==> config.mk <==
export PLATFORM = sky130hd
export DESIGN_NAME = sync_fifo_ext
export DESIGN_NICKNAME = d
export VERILOG_FILES = /design/src/rtl/fifo_pkg.sv /design/src/rtl/fifo_ram.sv /design/src/rtl/sync_fifo_ext.sv
export SDC_FILE = /design/constraint.sdc
export NUM_CORES = 1
export LEC_CHECK = 0
export BUFFER_PORTS_ARGS = -buffer_cell sky130_fd_sc_hd__clkbuf_2
export CAP_MARGIN = 20
export CORE_UTILIZATION = 25
export DETAILED_ROUTE_END_ITERATION = 16
export SLEW_MARGIN = 5
export SYNTH_ARGS = -nofsm -noshare
export SYNTH_HDL_FRONTEND = slang
export SYNTH_SLANG_ARGS = --single-unit
==> constraint.sdc <==
create_clock -name clk -period 5.15 [get_ports clk]
set_clock_uncertainty 0.05 [all_clocks]
set_input_delay 0.515 -clock clk [delete_from_list [all_inputs] [get_ports clk]]
set_output_delay 0.515 -clock clk [all_outputs]
set_load 0.03 [all_outputs]
==> src/rtl/fifo_pkg.sv <==
// Shared FIFO definitions: read-mode constants and the occupancy-count width helper.
// Kept separate so a future async FIFO can reuse the same constants.
package fifo_pkg;

    localparam int FIFO_MODE_STD  = 0;
    localparam int FIFO_MODE_FWFT = 1;

    // The count has to hold 0..DEPTH, so it needs one bit more than a pointer.
    function automatic int fifo_count_width(input int addr_width);
        return addr_width + 1;
    endfunction

endpackage

==> src/rtl/fifo_ram.sv <==
// Simple dual-port storage: synchronous write port and asynchronous read port.
// A read of the address being written in the same cycle returns the old word.
module fifo_ram #(
    parameter int ADDR_WIDTH = 2,
    parameter int DATA_WIDTH = 8
) (
    input  logic                  clk,
    input  logic                  we,
    input  logic [ADDR_WIDTH-1:0] waddr,
    input  logic [DATA_WIDTH-1:0] wdata,
    input  logic [ADDR_WIDTH-1:0] raddr,
    output logic [DATA_WIDTH-1:0] rdata
);

    localparam int DEPTH = 1 << ADDR_WIDTH;

    logic [DATA_WIDTH-1:0] mem_q [DEPTH];
    logic [DATA_WIDTH-1:0] mem_d [DEPTH];

    always_comb begin
        mem_d = mem_q;
        if (we) begin
            mem_d[waddr] = wdata;
        end
    end

    // Contents are deliberately not reset.
    always_ff @(posedge clk) begin
        mem_q <= mem_d;
    end

    assign rdata = mem_q[raddr];

endmodule

==> src/rtl/sync_fifo_ext.sv <==
// Single-clock FIFO with occupancy count, programmable almost flags, sticky
// overflow/underflow errors and a choice of registered or fall-through read.
module sync_fifo_ext
    import fifo_pkg::*;
#(
    parameter int ADDR_WIDTH = 2,
    parameter int DATA_WIDTH = 8,
    parameter int FWFT       = FIFO_MODE_STD,
    parameter int AF_LEVEL   = (1 << ADDR_WIDTH) - 1,
    parameter int AE_LEVEL   = 1
) (
    input  logic                  clk,
    input  logic                  rst,
    input  logic [DATA_WIDTH-1:0] din,
    input  logic                  wr_en,
    input  logic                  rd_en,
    output logic [DATA_WIDTH-1:0] dout,
    output logic                  valid,
    output logic                  full,
    output logic                  empty,
    output logic                  almost_full,
    output logic                  almost_empty,
    output logic [ADDR_WIDTH:0]   count,
    output logic                  overflow,
    output logic                  underflow
);

    localparam int DEPTH = 1 << ADDR_WIDTH;
    localparam int CW    = fifo_count_width(ADDR_WIDTH);

    localparam logic [CW-1:0] DEPTH_C = CW'(DEPTH);
    localparam logic [CW-1:0] AF_C    = CW'(AF_LEVEL);
    localparam logic [CW-1:0] AE_C    = CW'(AE_LEVEL);

    // Request semantics: wr_en/rd_en are requests, not a handshake. A request is
    // accepted in the cycle it is high if the FIFO can honour it (reads need a
    // stored word; writes need space or a simultaneous accepted read); otherwise
    // it is dropped and the matching sticky error flag is set.
    logic [ADDR_WIDTH-1:0] wr_ptr_q, wr_ptr_d;
    logic [ADDR_WIDTH-1:0] rd_ptr_q, rd_ptr_d;
    logic [CW-1:0]         count_q, count_d;
    logic                  overflow_q, overflow_d;
    logic                  underflow_q, underflow_d;
    logic [DATA_WIDTH-1:0] dout_q, dout_d;
    logic                  valid_q, valid_d;

    logic                  wr_acc;
    logic                  rd_acc;
    logic [DATA_WIDTH-1:0] ram_rdata;

    assign full         = (count_q == DEPTH_C);
    assign empty        = (count_q == '0);
    assign almost_full  = (count_q >= AF_C);
    assign almost_empty = (count_q <= AE_C);
    assign count        = count_q;
    assign overflow     = overflow_q;
    assign underflow    = underflow_q;

    assign rd_acc = rd_en & ~empty;
    assign wr_acc = wr_en & (~full | rd_acc);

    always_comb begin
        wr_ptr_d    = wr_ptr_q;
        rd_ptr_d    = rd_ptr_q;
        count_d     = count_q + CW'(wr_acc) - CW'(rd_acc);
        overflow_d  = overflow_q | (wr_en & ~wr_acc);
        underflow_d = underflow_q | (rd_en & ~rd_acc);
        dout_d      = dout_q;
        valid_d     = rd_acc;
        if (wr_acc) begin
            wr_ptr_d = wr_ptr_q + ADDR_WIDTH'(1);
        end
        if (rd_acc) begin
            rd_ptr_d = rd_ptr_q + ADDR_WIDTH'(1);
            if (FWFT == FIFO_MODE_STD) begin
                dout_d = ram_rdata;
            end
        end
    end

    always_ff @(posedge clk) begin
        if (rst) begin
            wr_ptr_q    <= '0;
            rd_ptr_q    <= '0;
            count_q     <= '0;
            overflow_q  <= 1'b0;
            underflow_q <= 1'b0;
            dout_q      <= '0;
            valid_q     <= 1'b0;
        end else begin
            wr_ptr_q    <= wr_ptr_d;
            rd_ptr_q    <= rd_ptr_d;
            count_q     <= count_d;
            overflow_q  <= overflow_d;
            underflow_q <= underflow_d;
            dout_q      <= dout_d;
            valid_q     <= valid_d;
        end
    end

    // Writes are suppressed during reset so a request in the reset cycle leaves no trace.
    fifo_ram #(
        .ADDR_WIDTH(ADDR_WIDTH),
        .DATA_WIDTH(DATA_WIDTH)
    ) u_ram (
        .clk  (clk),
        .we   (wr_acc & ~rst),
        .waddr(wr_ptr_q),
        .wdata(din),
        .raddr(rd_ptr_q),
        .rdata(ram_rdata)
    );

    assign dout  = (FWFT == FIFO_MODE_FWFT) ? ram_rdata : dout_q;
    assign valid = (FWFT == FIFO_MODE_FWFT) ? ~empty : valid_q;

endmodule

After elaboration in Yosys (flattened, before gate mapping) --
Index checks and enable logic that the tools add are counted. W data, S select, Z words.
Word-level totals: register bits after elaboration 50, input bits 12, output and inout bits 18, word-level logic and storage cells 44
Operators by class: bitwise logic cells 15, reduce and logical (&&, ||, !) cells 2, $lt $le $gt $ge 5, $add $sub $neg 4, multiplexer cells 6, eq/ne operators 1
Operators by type and width (number):
- $bwmux W32 | 1
- $mux W8 | 3
- $bmux W8 S2 | 1
- $demux W8 S2 | 1
- $ge A3 B3 Y1 const B | 2
- $not A2 Y3 | 2
- $and A1 B1 Y1 | 5
- $not A1 Y1 | 5
- $add A2 B1 Y2 const B | 2
- $add A3 B1 Y3 | 1
- $eq A3 B3 Y1 const B | 1
- $ge A3 B2 Y1 const B | 1
- $le A3 B1 Y1 const B | 1
- $logic_not A3 Y1 | 1
- $lt A3 B1 Y1 const B | 1
- $or A1 B1 Y1 | 3
- $sub A3 B1 Y3 | 1
- $logic_and A1 B1 Y1 | 1

Logic depth before layout (Yosys ltp) --
Gate-level depths: netlist (run 1).
depth in word-level cells 8, depth in mapped cells 9

Cells and area by module --
Synthesis (run 1) repeated with hierarchy kept, for this count alone.
Unflattened totals: cell total of the unflattened synthesis 136, area total of the unflattened synthesis 2048.2 um^2
By module, submodules not included:
- fifo_ram | cells an instance 46, instances 1, seq. area each 960.9 um^2, area each 1188.6 um^2
- sync_fifo_ext | cells an instance 90, instances 1, seq. area each 360.3 um^2, area each 859.6 um^2

Least setup slack after synthesis (run 1) --
No wires, ideal clock.
path type reg-to-reg, start point reg count_q[0] (netlist: count[0]), end point reg count_q[2] (netlist: count[2]), library setup time 0.128 ns, period minus slack after synthesis 2.151 ns, path slack 2.999 ns, arrival 1.973 ns, cell stages (with the launch flop) 9, data required time 4.972 ns, cell sequence dfxtp_1 buf_4 or4b_4 nand3_1 nand2_1 ha_1 fa_1 xor2_1 nor2_1
Between the ends: word-level cells in the longest chain between the ends 7
RTL lines:
- start, declared | line sync_fifo_ext.sv:41 | logic [CW-1:0] count_q, count_d;
- start signal, assigned | line sync_fifo_ext.sv:93 | count_q <= count_d;
- $logic_not A3 Y1 | line sync_fifo_ext.sv:52 | assign empty = (count_q == '0);
- $not A1 Y1
- $and A1 B1 Y1 | line sync_fifo_ext.sv:59 | assign rd_acc = rd_en & ~empty;
- $or A1 B1 Y1 | line sync_fifo_ext.sv:60 | assign wr_acc = wr_en & (~full | rd_acc);
- $and A1 B1 Y1 | line sync_fifo_ext.sv:60
- $add A3 B1 Y3 | line sync_fifo_ext.sv:65 | count_d = count_q + CW'(wr_acc) - CW'(rd_acc);
- $sub A3 B1 Y3 * | line sync_fifo_ext.sv:65
Mark *: on every way between the ends. The rest lies on a longest branch, timed or not. A chain may end at the register's enable or synchronous reset.

Worst setup path after layout (run 1) --
start point reg count_q[1] (netlist: count[1]), end point reg count_q[1] (netlist: count[1])
Between the ends: word-level cells in the longest chain between the ends 7
RTL lines (line):
- $logic_not A3 Y1 | sync_fifo_ext.sv:52
- $not A1 Y1
- $and A1 B1 Y1 | sync_fifo_ext.sv:59
- $or A1 B1 Y1 | sync_fifo_ext.sv:60
- $and A1 B1 Y1 | sync_fifo_ext.sv:60
- $add A3 B1 Y3 | sync_fifo_ext.sv:65
- $sub A3 B1 Y3 * | sync_fifo_ext.sv:65
- net count_d[1] | sync_fifo_ext.sv:41
Mark *: on every way through the listed nets, which the timed path passes. The rest lies on a longest branch.

==> impl_metrics.py, run 1 <==
metrics = {
    "outcome": {
        "status": "finished, final reports clean",
    },
    "layout": {
        "drive_above_1_share_pct": 27.3,
        "multi_input_area_um2": 639,
        "finalNetCount": 192,
        "num_antenna_cells": 0,
        "nFillCells": 805,
        "seqCellArea_mm2": 0.00132,
        "area_delta_synth_final_pct": 16.6,
    },
    "timing": {
        "tightestPinTransition_ns": 0.786,
        "rsz0062_at_grt": "no",
        "fin_crit_ns": 2.24,
        "finalSetupViolCount": 0,
        "final-hold-violation-count": 0,
        "hold_slack_ns": 0.381,
        "layout_worst_path_cycle_share_pct": 43.5,
        "final.setup.tns_ns": 0,
        "max_freq_mhz": 447,
        "drv_slew": 0,
        "slew_headroom_pct": 47.3,
    },
    "global_routing": {
        "antenna_found_initial": 0,
        "grt_use_met2_pct": 13.1,
        "use_met1_pct": 12.8,
        "grt_pass1_wl_um": 5840,
        "grt_busiest_layer": "met2",
        "use_met3_pct": 2.82,
        "grt_overflow": 0,
        "grt_max_degree": 20,
        "gr-usage-all-layers_pct": 9.19,
        "grt_pass1_vias": 1121,
    },
    "clock_network": {
        "postCtsHoldBufs": 0,
        "insertion_delay_ns": 0.30,
        "cts_htree_levels": 2,
        "cts_buffer_depth": 2,
        "cts_tree": "done",
        "clk_pin_slew_ns": 0.09,
        "root_buffer": "clkbuf_8",
        "cts_setup_buffers": 0,
        "cts_buffers": 5,
        "cts.sinks": 50,
        "cts.repair.resized": 0,
    },
    "power": {
        "powerDensity_mw_per_mm2": 507,
        "peakVddDrop_uv": 128,
        "leakage_nw": 0.849,
    },
    "routing": {
        "routed_wl_um": 3600,
        "drc": 0,
        "vias": 1179,
        "avgRoutedWirePerCell_um": 13.1,
        "antenna_left": 0,
        "drt-initial-drc-count": 68,
        "vias_per_cell": 4.30,
        "dr.pass1.iters": 4,
    },
    "yosys": {
        "synth_area_mm2": 0.00203,
        "synth-compound-area-share_pct": 5.78,
        "ys_seq_area_share_pct": 65.0,
        "ys.warnings.count": 0,
        "synth_top_family_by_area": "simple AND/OR/NAND/NOR gates",
        "synthAdderAreaFrac_pct": 5.91,
        "synthXorXnorAreaFrac_pct": 0.862,
        "synthSimpleGateAreaFrac_pct": 9.66,
        "synth.area.mux_share_pct": 9.23,
        "synth_cells": 142,
        "ys_seq_elements": 50,
        "syn_nets": 163,
        "ys_types": 27,
        "postSynthAreaPerCell_um2": 14.3,
    },
    "placed_design": {
        "dp_hpwl_um": 2480,
        "gp_congestion": 0.767,
        "io_buffers": 29,
    },
    "critical_path": {
        "end_kind": "register",
        "startpoint_type": "register",
        "crit_path_top_delay_cell": "o31ai_2",
        "path_buf_inv": 0,
        "crit_family": "compound AO/OA/AOI/OAI gates",
        "crit_type": "register to register",
        "cp_data_arrival_time_ns": 2.37,
        "critPathMaxFanout": 12,
        "slowest_delay_ns": 0.74,
        "critPathRequiredTime_ns": 5.28,
        "crit_chain": "o31ai_2 > nand3_1 > nand2_1 > ha_1 > fa_1 > nor2b_1",
    },
    "hold_path": {
        "min_path_type": "input port to register",
    },
    "floorplanning": {
        "die_h_um": 92.2,
        "dieWidth_um": 92.2,
        "initial_utilization_pct": 26.0,
        "num_rows": 32,
        "design.core.area_mm2": 0.00781,
        "ios": 30,
        "dieArea_mm2": 0.00850,
    },
    "job": {
        "drv_cap": 0,
    },
}
[path summary, 6_finish.rpt]
path            start         endpoint  cells after the start  slack (ns)
min            din[0]  u_ram.mem_q[24]                      1        0.38
min reg2reg   dout[7]          dout[7]                      2        0.41
max          count[1]         count[1]                      6        2.91
max reg2reg  count[1]         count[1]                      6        2.91
[layer usage]
layer / share of wire, % / wire length (µm) / vias to the layer above
met1: 49 / 1760 / 572
li1: - / - / 571
met3: 5.6 / 200 / 5
met2: 44 / 1600 / 31
met5: 0 / 0 / -
met4: 1.3 / 48 / 0
[through the flow]
| step | total power, mW | setup slack, ns | utilization [%] | cell area (µm²) | cells |
|---|---|---|---|---|---|
| floorplan | 0.859 | 3.00 | - | 2030 | 142 |
| global placement | 0.940 | 2.88 | 28.9 | 2260 | 266 |
| detailed placement | 0.944 | 2.85 | 28.9 | 2260 | 266 |
| CTS | 1.22 | 2.88 | 30.4 | 2370 | 274 |
| global route | 1.28 | 2.68 | 30.4 | 2370 | 274 |
| finish | 1.20 | 2.91 | 30.4 | 2370 | 274 |
[where the power goes]
group,leakage [nW],switching (mW),internal [mW],total [mW]
clock,0.0504,0.129,0.144,0.273
combinational,0.361,0.236,0.148,0.383
sequential,0.438,0.0670,0.477,0.544
[cells in the mapped netlist]
| cell type | count | area (µm²) |
|---|---|---|
| and2_1 | 4 | 25.0 |
| buf_6 | 2 | 22.5 |
| or3_1 | 1 | 6.26 |
| clkbuf_1 | 2 | 7.51 |
| a32o_1 | 1 | 10.0 |
| nand2_1 | 20 | 75.1 |
| xor2_1 | 1 | 8.76 |
| a21oi_1 | 13 | 65.1 |
| o31ai_2 | 1 | 12.5 |
| o21ai_0 | 4 | 20.0 |
| nor3_1 | 3 | 15.0 |
| nor2b_1 | 2 | 12.5 |
| dfxtp_1 | 18 | 360 |
| or4b_4 | 1 | 13.8 |
| ha_1 | 8 | 100 |
| buf_4 | 2 | 15.0 |
| mux4_1 | 2 | 52.6 |
| nor2_1 | 5 | 18.8 |
| fa_1 | 1 | 20.0 |
| inv_1 | 6 | 22.5 |
| edfxtp_1 | 32 | 961 |
| nand3_1 | 3 | 15.0 |
| mux4_2 | 6 | 135 |
| xnor2_1 | 1 | 8.76 |
| o31a_2 | 1 | 10.0 |
| clkbuf_2 | 1 | 5.00 |
| nor4b_2 | 1 | 15.0 |
[placed cells by master, fill, tap and decap left out, types with 2 or more instances in the layout]
| cell type | synthesis | routed |
|---|---|---|
| nor3_1 | 3 | 3 |
| and2_1 | 4 | 4 |
| edfxtp_1 | 32 | 32 |
| nor2_1 | 5 | 5 |
| clkbuf_8 | 0 | 5 |
| mux4_1 | 2 | 2 |
| nand3_1 | 3 | 3 |
| nor2b_1 | 2 | 2 |
| inv_1 | 6 | 6 |
| o21ai_0 | 4 | 4 |
| clkinvlp_4 | 0 | 2 |
| a21oi_1 | 13 | 13 |
| nand2_1 | 20 | 20 |
| dfxtp_1 | 18 | 18 |
| ha_1 | 8 | 8 |
| clkbuf_2 | 1 | 29 |
| mux4_2 | 6 | 6 |
[logic make-up (layout without fill, tap and decap cells)]
group           Yosys count  after routing
fa+ha+maj                 9              9
simple gates             40             40
flops                    50             50
compound gates           20             20
xor+xnor                  2              2
mux                       8              8
buf+inv                  13             43
[state kept, by name, indices dropped and copies added (netlist names)]
name	cells
overflow	1
rd_ptr_q	2
u_ram.mem_q	32
wr_ptr_q	2
valid	1
dout	8
underflow	1
count	3
[worst reg2reg max path, delay by kind of cell, from the launching register on]
family | cells | cell delay [ns]
simple gates | 3 | 0.37
flops | 1 | 0.42
fa+ha+maj | 2 | 0.55
compound gates | 1 | 0.74
[layout make-up]
| class | count | share of cell area (%) |
|---|---|---|
| clock buffer | 5 | 2.90 |
| clock inverter | 3 | 1.90 |
| inverter | 6 | 0.950 |
| multi-input combinational | 79 | 27.0 |
| sequential | 50 | 55.8 |
| tap | 102 | 5.39 |
| timing repair buffer | 29 | 6.12 |
No activity file was read; power rests on OpenSTA's default activity.
==> run 2, diff against run 1 <==
==> constraint.sdc (replaced) <==
create_clock -name clk -period 2.2 [get_ports clk]
set_clock_uncertainty 0.05 [all_clocks]
set_input_delay 0.22 -clock clk [delete_from_list [all_inputs] [get_ports clk]]
set_output_delay 0.22 -clock clk [all_outputs]
set_load 0.03 [all_outputs]
==> run 2 against run 1 <==
  * Worst hold slack got worse by 0.30 ns
  * Sequential power increased by 120%
  * Final area increased by 2.1%
  * Via count increased by 0.34%
  * Non-clock buffer count increased by 9
==> impl_metrics.py, run 2 (synthesized netlist as in run 1, its figures left out) <==
metrics = {
    "outcome": {
        "status": "finished, final reports clean",
    },
    "layout": {
        "layout_common_cells": "edfxtp_1 (32), clkbuf_2 (29), nand2_1 (20)",
        "mostFrequentLayoutCell": "edfxtp_1",
        "regMostFlops": "u_ram.mem_q",
        "area_delta_synth_final_pct": 19.0,
        "nFillCells": 806,
        "drive_above_1_share_pct": 30.9,
        "instances_no_fill": 283,
        "num_antenna_cells": 0,
        "finalNetCount": 201,
        "largest_reg_flops": 32,
    },
    "clock_network": {
        "clk_pin_slew_ns": 0.10,
        "cts_buffer_depth": 2,
        "cts_tree": "done",
        "cts.repair.resized": 0,
        "postCtsHoldBufs": 0,
        "insertion_delay_ns": 0.30,
        "cts_htree_levels": 2,
        "cts_buffers": 5,
        "cts.sinks": 50,
        "cts_setup_buffers": 0,
        "root_buffer": "clkbuf_8",
    },
    "floorplanning": {
        "design.core.area_mm2": 0.00781,
        "initial_utilization_pct": 26.0,
        "die_h_um": 92.2,
        "ios": 30,
        "dieWidth_um": 92.2,
        "dieArea_mm2": 0.00850,
        "num_rows": 32,
    },
    "power": {
        "leakage_nw": 0.894,
        "intPower_mw": 1.76,
        "switching_power_mw": 1.03,
        "p_total_mw": 2.79,
        "share_comb_of_total_power_pct": 37.0,
        "swShare_pct": 37.0,
        "peakVddDrop_uv": 326,
        "powerDensity_mw_per_mm2": 1150,
        "clkPwrFrac_pct": 19.5,
        "pwr-share-seq_pct": 43.5,
    },
    "critical_path": {
        "reg2reg_to": "count[2]",
        "regToRegStartpoint": "count[2]",
        "worstRegToRegCells": 7,
        "critPathRequiredTime_ns": 2.35,
        "cp_data_arrival_time_ns": 2.22,
        "cp-startpoint": "count[2]",
        "critPathMaxFanout": 7,
        "end_kind": "register",
        "slowest_delay_ns": 0.51,
        "cp-endpoint": "count[2]",
        "crit_path_top_delay_cell": "or4b_4",
        "startpoint_type": "register",
        "crit_type": "register to register",
        "crit_chain": "or4b_4 > nand3_1 > nand2_1 > ha_1 > fa_1 > xor2_1 > nor2_1",
        "reg2reg_setup_slack_ns": 0.13,
    },
    "timing": {
        "rsz0062_at_grt": "no",
        "fin_crit_ns": 2.07,
        "max_freq_mhz": 483,
        "drv_slew": 0,
        "hold_slack_ns": 0.0823,
        "finalSetupViolCount": 0,
        "layout_worst_path_cycle_share_pct": 94.1,
        "tightestPinTransition_ns": 0.442,
        "final.setup.tns_ns": 0,
        "final-hold-violation-count": 0,
        "slew_headroom_pct": 70.4,
    },
    "placed_design": {
        "io_buffers": 29,
        "dp_hpwl_um": 2610,
        "gp_congestion": 0.680,
        "dp.cells": 275,
    },
    "hold_path": {
        "min_path_type": "input port to register",
    },
    "routing": {
        "routed_wl_um": 3690,
        "dr.pass1.iters": 4,
        "drc": 0,
        "drt-initial-drc-count": 28,
        "vias": 1183,
        "vias_per_cell": 4.18,
        "avgRoutedWirePerCell_um": 13.0,
        "antenna_left": 0,
    },
    "global_routing": {
        "grt_overflow": 0,
        "grt_pass1_vias": 1195,
        "grt_max_degree": 19,
        "gr-usage-all-layers_pct": 9.13,
        "antenna_found_initial": 0,
        "grt_pass1_wl_um": 5820,
    },
    "job": {
        "drv_cap": 0,
    },
}
-- run 2: cell count changes in the layout (fill, tap and decap cells not counted), sizes merged --
cell      before  now
inv            6    8
clkinvlp       2    0
bufinv         1    0
clkinv         0    1
buf            0    9
-- run 2: per-layer routing --
layer  vias to the layer above  track usage, %  wire length (µm)
li1                        590               -                 -
met1                       559            11.1              1720
met2                        29            15.0              1700
met3                         5            3.48               237
met4                         0            2.73                27
met5                         -               0                 0
-- run 2: worst min-delay path by stage --
stage	start	endpoint	slack [ns]	cells after the start
2_1_floorplan	din[0]	u_ram.mem_q[0]	0.27	0
3_3_place_gp	din[1]	u_ram.mem_q[17]	0.39	1
3_5_place_dp	din[3]	u_ram.mem_q[11]	0.39	1
4_1_cts	din[3]	u_ram.mem_q[11]	0.07	1
5_1_grt	din[6]	u_ram.mem_q[22]	0.07	1
6_report	din[3]	u_ram.mem_q[11]	0.08	1
-- run 2: per-stage QoR --
stage          cell area, µm²  setup slack [ns]  utilization (%)
2_1_floorplan            2030            0.0493                -
3_3_place_gp             2320             0.221             29.8
3_5_place_dp             2320             0.148             29.8
4_1_cts                  2420             0.137             31.0
5_1_grt                  2420           0.00527             31.0
6_report                 2420             0.130             31.0
-- run 2: power groups by stage --
stage | sequential, mW | combinational (mW) | clock (mW)
after global routing | 1.23 | 1.13 | 0.602
after global placement | 1.24 | 1.03 | 0
after CTS | 1.22 | 1.05 | 0.569
after floorplan | 1.36 | 0.653 | 0
final | 1.21 | 1.03 | 0.545
after detailed placement | 1.24 | 1.05 | 0
-- run 2: worst max-delay path: cells and delay by family, from the launching register on --
family	cells	cell delay [ns]
simple gates	4	0.72
fa+ha+maj	2	0.58
xor+xnor	1	0.18
flops	1	0.44
-- run 2: layout make-up --
cell class | count | area [µm²] | share of cell area (%)
Inverter | 6 | 22.5 | 0.931
Sequential cell | 50 | 1320 | 54.6
Tap cell | 102 | 128 | 5.28
Clock inverter | 3 | 26.3 | 1.09
Multi-Input combinational cell | 79 | 639 | 26.4
Timing Repair Buffer | 38 | 213 | 8.79
Clock buffer | 5 | 68.8 | 2.85
==> run 3, diff against run 2 <==
--- a/config.mk
+++ b/config.mk
@@ -7,8 +7,11 @@
 export LEC_CHECK = 0
 export BUFFER_PORTS_ARGS = -buffer_cell sky130_fd_sc_hd__clkbuf_2
 export CAP_MARGIN = 20
+export CELL_PAD_IN_SITES_DETAIL_PLACEMENT = 1
+export CELL_PAD_IN_SITES_GLOBAL_PLACEMENT = 1
 export CORE_UTILIZATION = 25
 export DETAILED_ROUTE_END_ITERATION = 16
+export PLACE_DENSITY_LB_ADDON = 0.1
 export SLEW_MARGIN = 5
 export SYNTH_ARGS = -nofsm -noshare
 export SYNTH_HDL_FRONTEND = slang
==> run 3 against run 2 <==
  * Worst hold slack improved by 0.0026 ns
  * Final area decreased by 1.3%
  * Total power about the same
  * Critical path type unchanged
==> impl_metrics.py, run 3 (synthesized netlist as in run 1, its figures left out) <==
metrics = {
    "timing": {
        "final.setup.tns_ns": 0,
        "max_freq_mhz": 492,
        "fin_crit_ns": 2.03,
        "rsz0062_at_grt": "no",
        "final-hold-violation-count": 0,
        "tightestPinTransition_ns": 0.528,
        "slew_headroom_pct": 64.8,
        "finalSetupViolCount": 0,
        "layout_worst_path_cycle_share_pct": 92.5,
        "drv_slew": 0,
        "fin_ws_ns": 0.166,
    },
    "global_routing": {
        "grt_pass1_wl_um": 6740,
        "grt_pass1_vias": 1238,
        "grt_max_degree": 19,
        "grt_overflow": 0,
        "antenna_found_initial": 0,
        "gr-usage-all-layers_pct": 10.9,
    },
    "critical_path": {
        "slowest_delay_ns": 0.50,
        "crit_type": "register to register",
        "cp-startpoint": "count[2]",
        "crit_path_top_delay_cell": "or4b_4",
        "startpoint_type": "register",
        "critPathRequiredTime_ns": 2.34,
        "crit_chain": "or4b_4 > nand3_1 > nand2_1 > ha_1 > fa_1 > xor2_1 > nor2_1",
        "critPathMaxFanout": 7,
        "cp_data_arrival_time_ns": 2.17,
        "path_buf_inv": 0,
        "regToRegStartpoint": "count[2]",
        "crit_family": "simple AND/OR/NAND/NOR gates",
        "end_kind": "register",
    },
    "clock_network": {
        "cts_tree": "done",
        "postCtsHoldBufs": 0,
        "insertion_delay_ns": 0.29,
        "root_buffer": "clkbuf_8",
        "cts_setup_buffers": 0,
        "clk_pin_slew_ns": 0.09,
        "cts_buffer_depth": 2,
        "cts.repair.resized": 0,
        "cts.sinks": 50,
        "cts_htree_levels": 2,
        "cts_buffers": 5,
    },
    "routing": {
        "routed_wl_um": 4270,
        "drc": 0,
        "dr.pass1.iters": 4,
        "avgRoutedWirePerCell_um": 15.3,
        "vias_per_cell": 4.28,
        "drt-initial-drc-count": 12,
        "antenna_left": 0,
        "vias": 1198,
    },
    "layout": {
        "multi_input_area_um2": 639,
        "finalNetCount": 198,
        "mostFrequentLayoutCell": "edfxtp_1",
        "seqCellArea_mm2": 0.00132,
        "largest_reg_flops": 32,
        "num_antenna_cells": 0,
        "area_delta_synth_final_pct": 17.4,
        "nFillCells": 842,
        "layout_common_cells": "edfxtp_1 (32), clkbuf_2 (29), nand2_1 (20)",
        "stdcell_area_mm2": 0.00239,
        "drive_above_1_share_pct": 29.2,
        "regMostFlops": "u_ram.mem_q",
    },
    "hold_path": {
        "min_path_type": "input port to register",
        "min_from": "din[1]",
    },
    "floorplanning": {
        "dieWidth_um": 92.2,
        "num_rows": 32,
        "die_h_um": 92.2,
        "initial_utilization_pct": 26.0,
        "dieArea_mm2": 0.00850,
        "design.core.area_mm2": 0.00781,
        "ios": 30,
    },
    "placed_design": {
        "gp_congestion": 0.679,
        "dp_hpwl_um": 2890,
        "dpl_cell_area_mm2": 0.00230,
        "pre_cts_slack_ns": 0.0920,
        "io_buffers": 29,
    },
    "power": {
        "peakVddDrop_uv": 252,
        "leakage_nw": 0.872,
        "powerDensity_mw_per_mm2": 1170,
    },
    "job": {
        "drv_cap": 0,
    },
    "outcome": {
        "status": "finished, final reports clean",
    },
}
## run 3: cell count changes in the layout (fill, tap and decap cells not counted), sizes merged
cell,delta
inv,-2
buf,-3
clkinv,+2
## run 3: cell type report
| class | count | area share [%] |
|---|---|---|
| Clock inverter | 3 | 0.681 |
| Sequential cell | 50 | 55.4 |
| Clock buffer | 5 | 2.88 |
| Inverter | 6 | 0.943 |
| Multi-Input combinational cell | 79 | 26.8 |
| Timing Repair Buffer | 35 | 7.97 |
| Tap cell | 102 | 5.35 |
## run 3: path summary, 6_finish.rpt
| path | cells past startpoint | slack [ns] | to |
|---|---|---|---|
| setup / recovery | 7 | 0.17 | count[2] |
| hold / removal | 1 | 0.08 | u_ram.mem_q[25] |
| setup reg to reg | 7 | 0.17 | count[2] |
| hold reg to reg | 2 | 0.41 | dout[3] |
## run 3: metrics by stage
step	hold slack [ns]	cells	power, mW	utilization, %
2_1_floorplan	0.269	142	2.01	-
3_3_place_gp	0.382	272	2.30	29.5
3_5_place_dp	0.394	272	2.32	29.5
4_1_cts	0.0740	280	2.85	30.6
5_1_grt	0.0762	280	2.99	30.6
6_report	0.0849	280	2.79	30.6
## run 3: layer usage
| layer | wire [µm] | global-route usage [%] |
|---|---|---|
| met5 | 0 | 0 |
| met4 | 25 | 3.13 |
| met3 | 151 | 3.32 |
| met2 | 2070 | 18.0 |
| met1 | 2020 | 13.7 |
## run 3: power breakdown
group / internal (mW) / switching (mW) / total, mW
logic: 0.406 / 0.677 / 1.08
clock network: 0.219 / 0.300 / 0.519
registers: 1.12 / 0.0734 / 1.19
total: 1.74 / 1.05 / 2.79
